$ cat config.mk
export PLATFORM = sky130hd
export DESIGN_NAME = mem_arbiter
export DESIGN_NICKNAME = d
export VERILOG_FILES = /design/src/rtl/mem_arbiter.sv
export SDC_FILE = /design/constraint.sdc
export NUM_CORES = 1
export LEC_CHECK = 0
export CORE_UTILIZATION = 37
export CTS_BUF_LIST = sky130_fd_sc_hd__clkbuf_2
export DETAILED_ROUTE_END_ITERATION = 16
export PLACE_DENSITY = 0.79
export SLEW_MARGIN = 20
export SYNTH_ARGS = -nofsm -noshare
export SYNTH_HDL_FRONTEND = slang
export SYNTH_SLANG_ARGS = --single-unit
export TNS_END_PERCENT = 10
$ cat constraint.sdc
create_clock -name clk -period 1.7 [get_ports clk]
set_input_delay 0.34 -clock clk [delete_from_list [all_inputs] [get_ports clk]]
set_output_delay 0.34 -clock clk [all_outputs]
set_load 0.02 [all_outputs]
$ cat src/rtl/mem_arbiter.sv
// Arbiter that shares one single-port memory between instruction fetch and the MEM stage.
// MEM wins by default; a starve counter forces a fetch grant, and a wait counter times out stuck accesses.
module mem_arbiter #(
  parameter int DATA_W     = 32,
  parameter int ADDR_W     = 32,
  parameter int MAX_WAIT   = 15,
  parameter int STARVE_LIM = 3
) (
  input  logic              clk,
  input  logic              rst,
  input  logic              if_req,
  input  logic [ADDR_W-1:0] if_addr,
  input  logic              mem_req,
  input  logic              mem_wr,
  input  logic [ADDR_W-1:0] mem_addr,
  input  logic [DATA_W-1:0] mem_wdata,
  output logic              ram_req,
  output logic              ram_we,
  output logic [ADDR_W-1:0] ram_addr,
  output logic [DATA_W-1:0] ram_wdata,
  input  logic [DATA_W-1:0] ram_rdata,
  input  logic              ram_ready,
  output logic [DATA_W-1:0] if_rdata,
  output logic              if_valid,
  output logic [DATA_W-1:0] mem_rdata,
  output logic              mem_valid,
  output logic              stall_if,
  output logic              stall_mem,
  output logic              err
);

  localparam int WAIT_W   = $clog2(MAX_WAIT + 1);
  localparam int STARVE_W = $clog2(STARVE_LIM + 1);
  localparam logic [WAIT_W-1:0]   WAIT_LAST  = WAIT_W'(MAX_WAIT - 1);
  localparam logic [STARVE_W-1:0] STARVE_MAX = STARVE_W'(STARVE_LIM);

  typedef enum logic [1:0] {
    IDLE    = 2'd0,
    IF_ACC  = 2'd1,
    MEM_ACC = 2'd2
  } state_t;

  state_t              r_state;
  state_t              w_next;
  logic                w_grant_if;
  logic                w_grant_mem;
  logic                w_done;
  logic                w_timeout;
  logic                r_ram_req;
  logic                r_ram_we;
  logic [ADDR_W-1:0]   r_ram_addr;
  logic [DATA_W-1:0]   r_ram_wdata;
  logic [DATA_W-1:0]   r_if_rdata;
  logic [DATA_W-1:0]   r_mem_rdata;
  logic                r_if_valid;
  logic                r_mem_valid;
  logic                r_err;
  logic [WAIT_W-1:0]   r_wait;
  logic [STARVE_W-1:0] r_starve;

  // State register
  always_ff @(posedge clk) begin
    if (!rst) begin
      r_state <= IDLE;
    end else begin
      r_state <= w_next;
    end
  end

  // Next-state and grant/completion decode; no grant while a valid pulse is still out
  always_comb begin
    w_next      = r_state;
    w_grant_if  = 1'b0;
    w_grant_mem = 1'b0;
    w_done      = 1'b0;
    w_timeout   = 1'b0;
    case (r_state)
      IDLE: begin
        if (r_if_valid || r_mem_valid) begin
          w_next = IDLE;
        end else if (mem_req && (r_starve < STARVE_MAX)) begin
          w_next      = MEM_ACC;
          w_grant_mem = 1'b1;
        end else if (if_req) begin
          w_next     = IF_ACC;
          w_grant_if = 1'b1;
        end else begin
          w_next = IDLE;
        end
      end
      IF_ACC, MEM_ACC: begin
        if (ram_ready) begin
          w_next = IDLE;
          w_done = 1'b1;
        end else if (r_wait == WAIT_LAST) begin
          w_next    = IDLE;
          w_timeout = 1'b1;
        end else begin
          w_next = r_state;
        end
      end
      default: w_next = IDLE;
    endcase
  end

  // Datapath: memory-side request registers, results, counters and sticky error
  always_ff @(posedge clk) begin
    if (!rst) begin
      r_ram_req   <= 1'b0;
      r_ram_we    <= 1'b0;
      r_ram_addr  <= {ADDR_W{1'b0}};
      r_ram_wdata <= {DATA_W{1'b0}};
      r_if_rdata  <= {DATA_W{1'b0}};
      r_mem_rdata <= {DATA_W{1'b0}};
      r_if_valid  <= 1'b0;
      r_mem_valid <= 1'b0;
      r_err       <= 1'b0;
      r_wait      <= {WAIT_W{1'b0}};
      r_starve    <= {STARVE_W{1'b0}};
    end else begin
      r_ram_req   <= (w_next == IF_ACC) || (w_next == MEM_ACC);
      r_if_valid  <= (w_done || w_timeout) && (r_state == IF_ACC);
      r_mem_valid <= (w_done || w_timeout) && (r_state == MEM_ACC);

      if (w_grant_mem) begin
        r_ram_addr  <= mem_addr;
        r_ram_we    <= mem_wr;
        r_ram_wdata <= mem_wdata;
      end else if (w_grant_if) begin
        r_ram_addr  <= if_addr;
        r_ram_we    <= 1'b0;
        r_ram_wdata <= {DATA_W{1'b0}};
      end else if (w_done || w_timeout) begin
        r_ram_we <= 1'b0;
      end

      if (w_grant_if || w_grant_mem) begin
        r_wait <= {WAIT_W{1'b0}};
      end else if ((r_state != IDLE) && !ram_ready) begin
        r_wait <= r_wait + WAIT_W'(1);
      end

      if (w_grant_if) begin
        r_starve <= {STARVE_W{1'b0}};
      end else if ((r_state == IDLE) && !if_req) begin
        r_starve <= {STARVE_W{1'b0}};
      end else if (w_grant_mem && (r_starve != STARVE_MAX)) begin
        r_starve <= r_starve + STARVE_W'(1);
      end

      // A write leaves mem_rdata untouched; a timeout returns zero data
      if (w_done && (r_state == IF_ACC)) begin
        r_if_rdata <= ram_rdata;
      end else if (w_timeout && (r_state == IF_ACC)) begin
        r_if_rdata <= {DATA_W{1'b0}};
      end
      if (w_done && (r_state == MEM_ACC) && !r_ram_we) begin
        r_mem_rdata <= ram_rdata;
      end else if (w_timeout && (r_state == MEM_ACC)) begin
        r_mem_rdata <= {DATA_W{1'b0}};
      end

      if (w_timeout) begin
        r_err <= 1'b1;
      end
    end
  end

  assign ram_req   = r_ram_req;
  assign ram_we    = r_ram_we;
  assign ram_addr  = r_ram_addr;
  assign ram_wdata = r_ram_wdata;
  assign if_rdata  = r_if_rdata;
  assign if_valid  = r_if_valid;
  assign mem_rdata = r_mem_rdata;
  assign mem_valid = r_mem_valid;
  assign err       = r_err;
  assign stall_if  = if_req & ~r_if_valid;
  assign stall_mem = mem_req & ~r_mem_valid;

endmodule

==> out/summary.txt, run 1 <==
Outcome - completed
CP Capture Type - output port
Max clock buf depth - 2
Mapped cell area - 5132 um2
Starting Density - 0.3830
Hold crit path type - input port to flop
First-pass GRT wire length - 25030 um
Fin nets - 928
R2R Setup Slk - 50 ps
Dpl cells - 937
Area share of the largest cell type after synthesis - 0.5500
Multi-input gate area - 2083 um2
Most common cell in the netlist - dfxtp_1
Register area share after synthesis - 0.5500
Synthesized flop and latch total - 141
Max Cap Viol - 0
Core area - 13400 um2
Remaining antenna violation count after routing - 0
All-layer global routing usage - 0.2208
Buffers added on ports - 268
Power per Cell Area - 845.7 nW/um2
Worst EP arrival - 1310 ps
Final min period - 1653 ps
Final cell count without fillers - 976
Layout cells sized above 1 - 0.4080
Final worst setup slack - 47.46 ps
Final setup fails - 0
Mean Syn Cell Area - 10.08 um2
Pwr Total - 0.006692 W
Yosys top cell by area - dfxtp_1
Cell depth of the worst min-delay path - 3
Setup Slack @ Placement - -301.1 ps
Hold Path Sink - ram_addr[16]
Total die area - 14350 um2
Synthesized netlist cell count - 509
Area delta synth->final - 54.17%
Grt ovf - 0
Htree depth - 4
Fmax - 605.1 MHz
Vias per cell - 5.179
Number of CTS-inserted buffers - 17
Worst Path Required - 1360 ps
Reg clk slew, reported paths - 220 ps
Yosys warns - 0
Fin. Hold Viols - 0
Core Util, Final - 0.5905
Num Clock Sinks - 141
IR drop worst, VDD - 0.5159 mV
Worst Tran Pin Value - 409.3 ps
Total Wirelength - 16040 um
R2R cell count - 7
Worst setup path class - flop to output port
R2r startpoint - r_state[1]
Initial antenna violation count - 1
Top cells by count, synth - dfxtp_1, nand2_1, a22o_1, nor2b_1, o21ai_0
Crit share post-route - 0.9721
Num ports - 269
Drt pass-1 iters - 5
Ys async rst share - 0
Largest net degree at the start of global routing - 63
Most used DFF post-synth - dfxtp_1
Final Skew - 36.88 ps
Hold path startpoint - if_addr[16]
Synth top area cells - dfxtp_1, a22o_1, nand2_1
Fillers - 1197
CP startpoint kind - flop
Gpl congestion - 0.7680
CP Max Fanout - 3
Die height - 119.8 um
Vias - 5055
Sequential cell area - 2973 um2
Worst rel slew slack - 0.7271
Row count - 42
DP HPWL - 11280 um
DRC viols - 0
Routed wire length per instance - 16.43 um
Vias in the first global route - 5114
Distinct cells, synth - 35
Later-pin clock latency in the skew report - 660 ps
Hold Slack - 206.8 ps
TritonCTS clock tree - built
Worst reg2reg path endpoint - ram_req
Iter 0 DRT Violations - 326
Die W - 119.8 um
Post-Syn Nets - 650
LEAKAGE - 3.462 nW
Clock Tree Root - clkbuf_2
RSZ-0062 raised after global routing - true
Max Slew Vio Count - 0
Post-synth EDFFs - 0
-- worst max path at each step --
stage | startpoint | to | slack, ps | cells after the start
after global placement | mem_req | stall_mem | -270 | 3
final | mem_valid | stall_mem | 50 | 2
after CTS | mem_valid | stall_mem | -40 | 2
after detailed placement | mem_req | ram_wdata[31] | -300 | 7
after floorplan | r_state[0] | ram_req | 40 | 7
after global routing | if_valid | stall_if | -90 | 2
-- cells in the final DEF, fill, tap and decap left out, types with 8 or more instances in the layout --
master	count
nor2b_1	37
buf_4	22
a22o_1	65
clkdlybuf4s50_1	132
buf_12	8
clkbuf_2	18
o21ai_0	30
a31oi_1	32
dfxtp_2	114
dfxtp_1	25
nand2_1	71
nor2_1	9
buf_2	134
a22oi_1	32
-- cell type report --
class	instances	share of cell area
Sequential cell	141	0.3757
Timing Repair Buffer	301	0.3033
Multi-Input combinational cell	320	0.2633
Tap cell	176	0.02783
Clock inverter	13	0.01502
Clock buffer	18	0.01139
Inverter	6	0.003163
Antenna cell	1	0.0003163
-- state kept, by name (all words and copies together), names as in the netlist --
register   count
ram_wdata     32
if_rdata      32
err            1
r_state        2
ram_we         1
ram_addr      32
r_starve       2
if_valid       1
mem_valid      1
ram_req        1
mem_rdata     32
r_wait         4
-- power by group --
part | internal (W) | leakage [nW] | switching [W] | total (W)
Combinational | 0.000661 | 2.13 | 0.000699 | 0.00136
Clock | 0.000532 | 0.128 | 0.00122 | 0.00175
Sequential | 0.00349 | 1.20 | 0.0000857 | 0.00358
Total | 0.00469 | 3.46 | 0.00201 | 0.00669
-- stage by stage --
step,TNS (ps),area (um2)
6_report,0,7913
5_1_grt,-203.8,7913
4_1_cts,-138.0,8169
3_5_place_dp,-15070,8102
3_3_place_gp,-11220,8102
2_1_floorplan,0,5132
-- layer usage --
metal | GRT usage | wire length (um) | up-vias
met5 | 0 | 0 | -
met4 | 0.09688 | 380 | 0
met3 | 0.06369 | 1252 | 31
met2 | 0.3905 | 7960 | 234
met1 | 0.2447 | 6442 | 2404
li1 | - | - | 2386
-- kinds of logic (layout without fill, tap and decap cells) --
logic type | Yosys count | in the layout | synth area share
flops | 141 | 141 | 0.5500
mux | 1 | 1 | 0.001950
other cells | 0 | 1 | 0
fa+ha+maj | 7 | 7 | 0.01706
compound gates | 175 | 175 | 0.2494
buf+inv | 48 | 338 | 0.04949
simple gates | 133 | 133 | 0.1253
xor+xnor | 4 | 4 | 0.006827
-- critical path, stage by stage, from the launching register on --
cell and delay (ps):
dfxtp_4 400, nor2b_1 120, buf_4 150
-- repair_timing --
item                                    in CTS  in global routing
buffers inserted                             1                  3
endpoints found under the setup margin     199                159
hold endpoints to repair                     2                  0
gates resized for setup                    576                100
pin swaps                                    0                  9
hold buffers                                 1                  0
gates cloned                                 0                  2
No activity file was read; power rests on OpenSTA's default activity.
==> inputs of run 2 (changes only) <==
--- a/config.mk
+++ b/config.mk
@@ -9,6 +9,7 @@
 export CTS_BUF_LIST = sky130_fd_sc_hd__clkbuf_2
 export DETAILED_ROUTE_END_ITERATION = 16
 export PLACE_DENSITY = 0.79
+export SETUP_SLACK_MARGIN = 0.2
 export SLEW_MARGIN = 20
 export SYNTH_ARGS = -nofsm -noshare
 export SYNTH_HDL_FRONTEND = slang
==> out/summary.txt, run 2 (same netlist as run 1, synthesis figures left out) <==
CP Max Fanout - 3 (unchanged)
Max clock buf depth - 2 (unchanged)
Logic pwr share - 0.238 (+0.035)
Total Wirelength - 17970 um (+12%)
Core area - 13400 um2 (unchanged)
TritonCTS clock tree - built
Most frequent cells in the layout - buf_6, dfxtp_2, clkdlybuf4s50_1, a22o_1, nand2_1
Area post-placement - 8180 um2 (+0.97%)
Worst EP arrival - 1340 ps (+30 ps)
Layout cells sized above 1 - 0.5373 (+0.1293)
Later-pin clock latency in the skew report - 710 ps (+50 ps)
Switching part of the total power - 0.2867 (-0.01299)
P_sw - 0.002183 W (+8.8%)
Dpl cells - 941 (+0.43%)
Setup TNS - 0 ps (unchanged)
Worst Tran Pin Value - 476.3 ps (+66.93 ps)
CP Capture Type - output port
GRT busiest layer - met2
Vias - 5272 (+4.3%)
Fin nets - 946 (+1.9%)
Met3 GRT Util - 0.08127 (+0.01759)
Number of CTS-inserted buffers - 17 (unchanged)
Row count - 42 (unchanged)
Area delta synth->final - 85.01%
Hold Slack - 139.2 ps (-67.54 ps)
LEAKAGE - 3.871 nW (+12%)
Crit share post-route - 0.9897 (+0.01763)
Final Skew - 23.60 ps (-13.28 ps)
Fmax - 594.4 MHz (-1.8%)
Final cell count without fillers - 994 (+1.8%)
Num ports - 269 (unchanged)
RSZ-0062 raised after global routing - true
Clock network fraction of design power - 0.285 (+0.023)
Htree depth - 4 (unchanged)
Power per Cell Area - 801.9 nW/um2 (-5.2%)
Worst Path Required - 1360 ps (about the same)
Commonest non-fill, non-tap cell in the layout - buf_6
Worst setup path class - flop to output port
GR Layer Usage met2 - 0.4191 (+0.02854)
Worst rel slew slack - 0.6825 (-0.04462)
P_int - 0.005431 W (+16%)
Remaining antenna violation count after routing - 0 (unchanged)
Vias in the first global route - 5242 (+2.5%)
Gpl congestion - 0.8016 (+4.4%)
CP startpoint kind - flop
Total die area - 14350 um2 (unchanged)
Buffers added on ports - 268 (unchanged)
Outcome - completed
Sequential Power Share - 0.477 (-0.058)
Setup Slack @ Placement - -400.8 ps (-99.73 ps)
Vias per cell - 5.304 (+2.4%)
Initial antenna violation count - 1 (unchanged)
IR drop worst, VDD - 0.3836 mV (-26%)
First-pass GRT wire length - 26380 um (+5.4%)
Num Clock Sinks - 141 (unchanged)
Reg clk slew, reported paths - 180 ps (-40 ps)
Final Cell Area - 9495 um2 (+20%)
Crit-path slowest cell - dfxtp_4
Cell chain of the critical path - nor2b_1 -> buf_4
Fin. Hold Viols - 0 (unchanged)
Routed wire length per instance - 18.08 um (+10%)
Drt pass-1 iters - 5 (unchanged)
Hold_buf cts - 0 (-1)
DP HPWL - 11650 um (+3.3%)
Starting Density - 0.3830 (unchanged)
All-layer global routing usage - 0.2355 (+0.01464)
Final min period - 1683 ps (+29.96 ps)
Max Slew Vio Count - 0 (unchanged)
Final worst setup slack - 17.50 ps (-29.96 ps)
Die W - 119.8 um (unchanged)
Final setup fails - 0 (unchanged)
Iter 0 DRT Violations - 287 (-12%)
Max Cap Viol - 0 (unchanged)
Hold crit path type - input port to flop
Grt met1 use - 0.2483 (+0.003592)
Die height - 119.8 um (unchanged)
Largest net degree at the start of global routing - 59 (-6.3%)
Max incr delay on CP - 390 ps (about the same)
Clock Tree Root - clkbuf_2
Grt ovf - 0 (unchanged)
DRC viols - 0 (unchanged)
==> run 2: final cells by class <==
cell class	instances	area, um2
fill	936	3905
timing repair buffer	318	3457
tap	176	220.2
clock buffer	18	90.09
antenna	1	2.502
multi-input combinational	321	2524
clock inverter	13	173.9
inverter	6	27.53
sequential	141	3000
==> run 2: through the flow <==
stage	util	total power, W
2_1_floorplan	-	0.004292
3_3_place_gp	0.6105	0.005083
3_5_place_dp	0.6105	0.005125
4_1_cts	0.6665	0.007417
5_1_grt	0.7086	0.007953
6_report	0.7086	0.007614
==> run 2: path summary, 6_finish.rpt <==
kind | start | to | slack (ps) | depth (start not counted)
setup / recovery | if_valid | stall_if | 20 | 2
hold / removal | rst | err | 140 | 3
setup reg to reg | r_wait[0] | ram_req | 50 | 7
hold reg to reg | ram_addr[5] | ram_addr[5] | 490 | 2
==> run 2: routing by layer <==
metal  routed length (um)  vias to the layer above  share of wire
met2                 9116                      263           0.51
met4                  439                        0          0.024
met5                    0                        -              0
met3                 1503                       31          0.084
li1                     -                     2440              -
met1                 6913                     2538           0.38
==> run 2: power groups by stage <==
stage / clock network (W) / registers (W) / logic (W)
after floorplan: 0 / 0.00381 / 0.000477
after global placement: 0 / 0.00362 / 0.00146
after detailed placement: 0 / 0.00363 / 0.00149
after CTS: 0.00222 / 0.00362 / 0.00158
after global routing: 0.00239 / 0.00365 / 0.00191
final: 0.00217 / 0.00363 / 0.00181
==> run 2: repair_timing <==
item / CTS / global route
cloned: 1 / 6
gates resized for setup: 962 / 91
setup endpoints to repair: 236 / 275
pin swaps: 50 / 102
setup buffers: 9 / 5
==> run 2: worst max-delay path: cells and delay by family (launching register included) <==
| family | cells | cell delay (ps) |
|---|---|---|
| AND/OR/NAND/NOR | 1 | 120 |
| flip-flops | 1 | 390 |
| buffers and inverters | 1 | 150 |
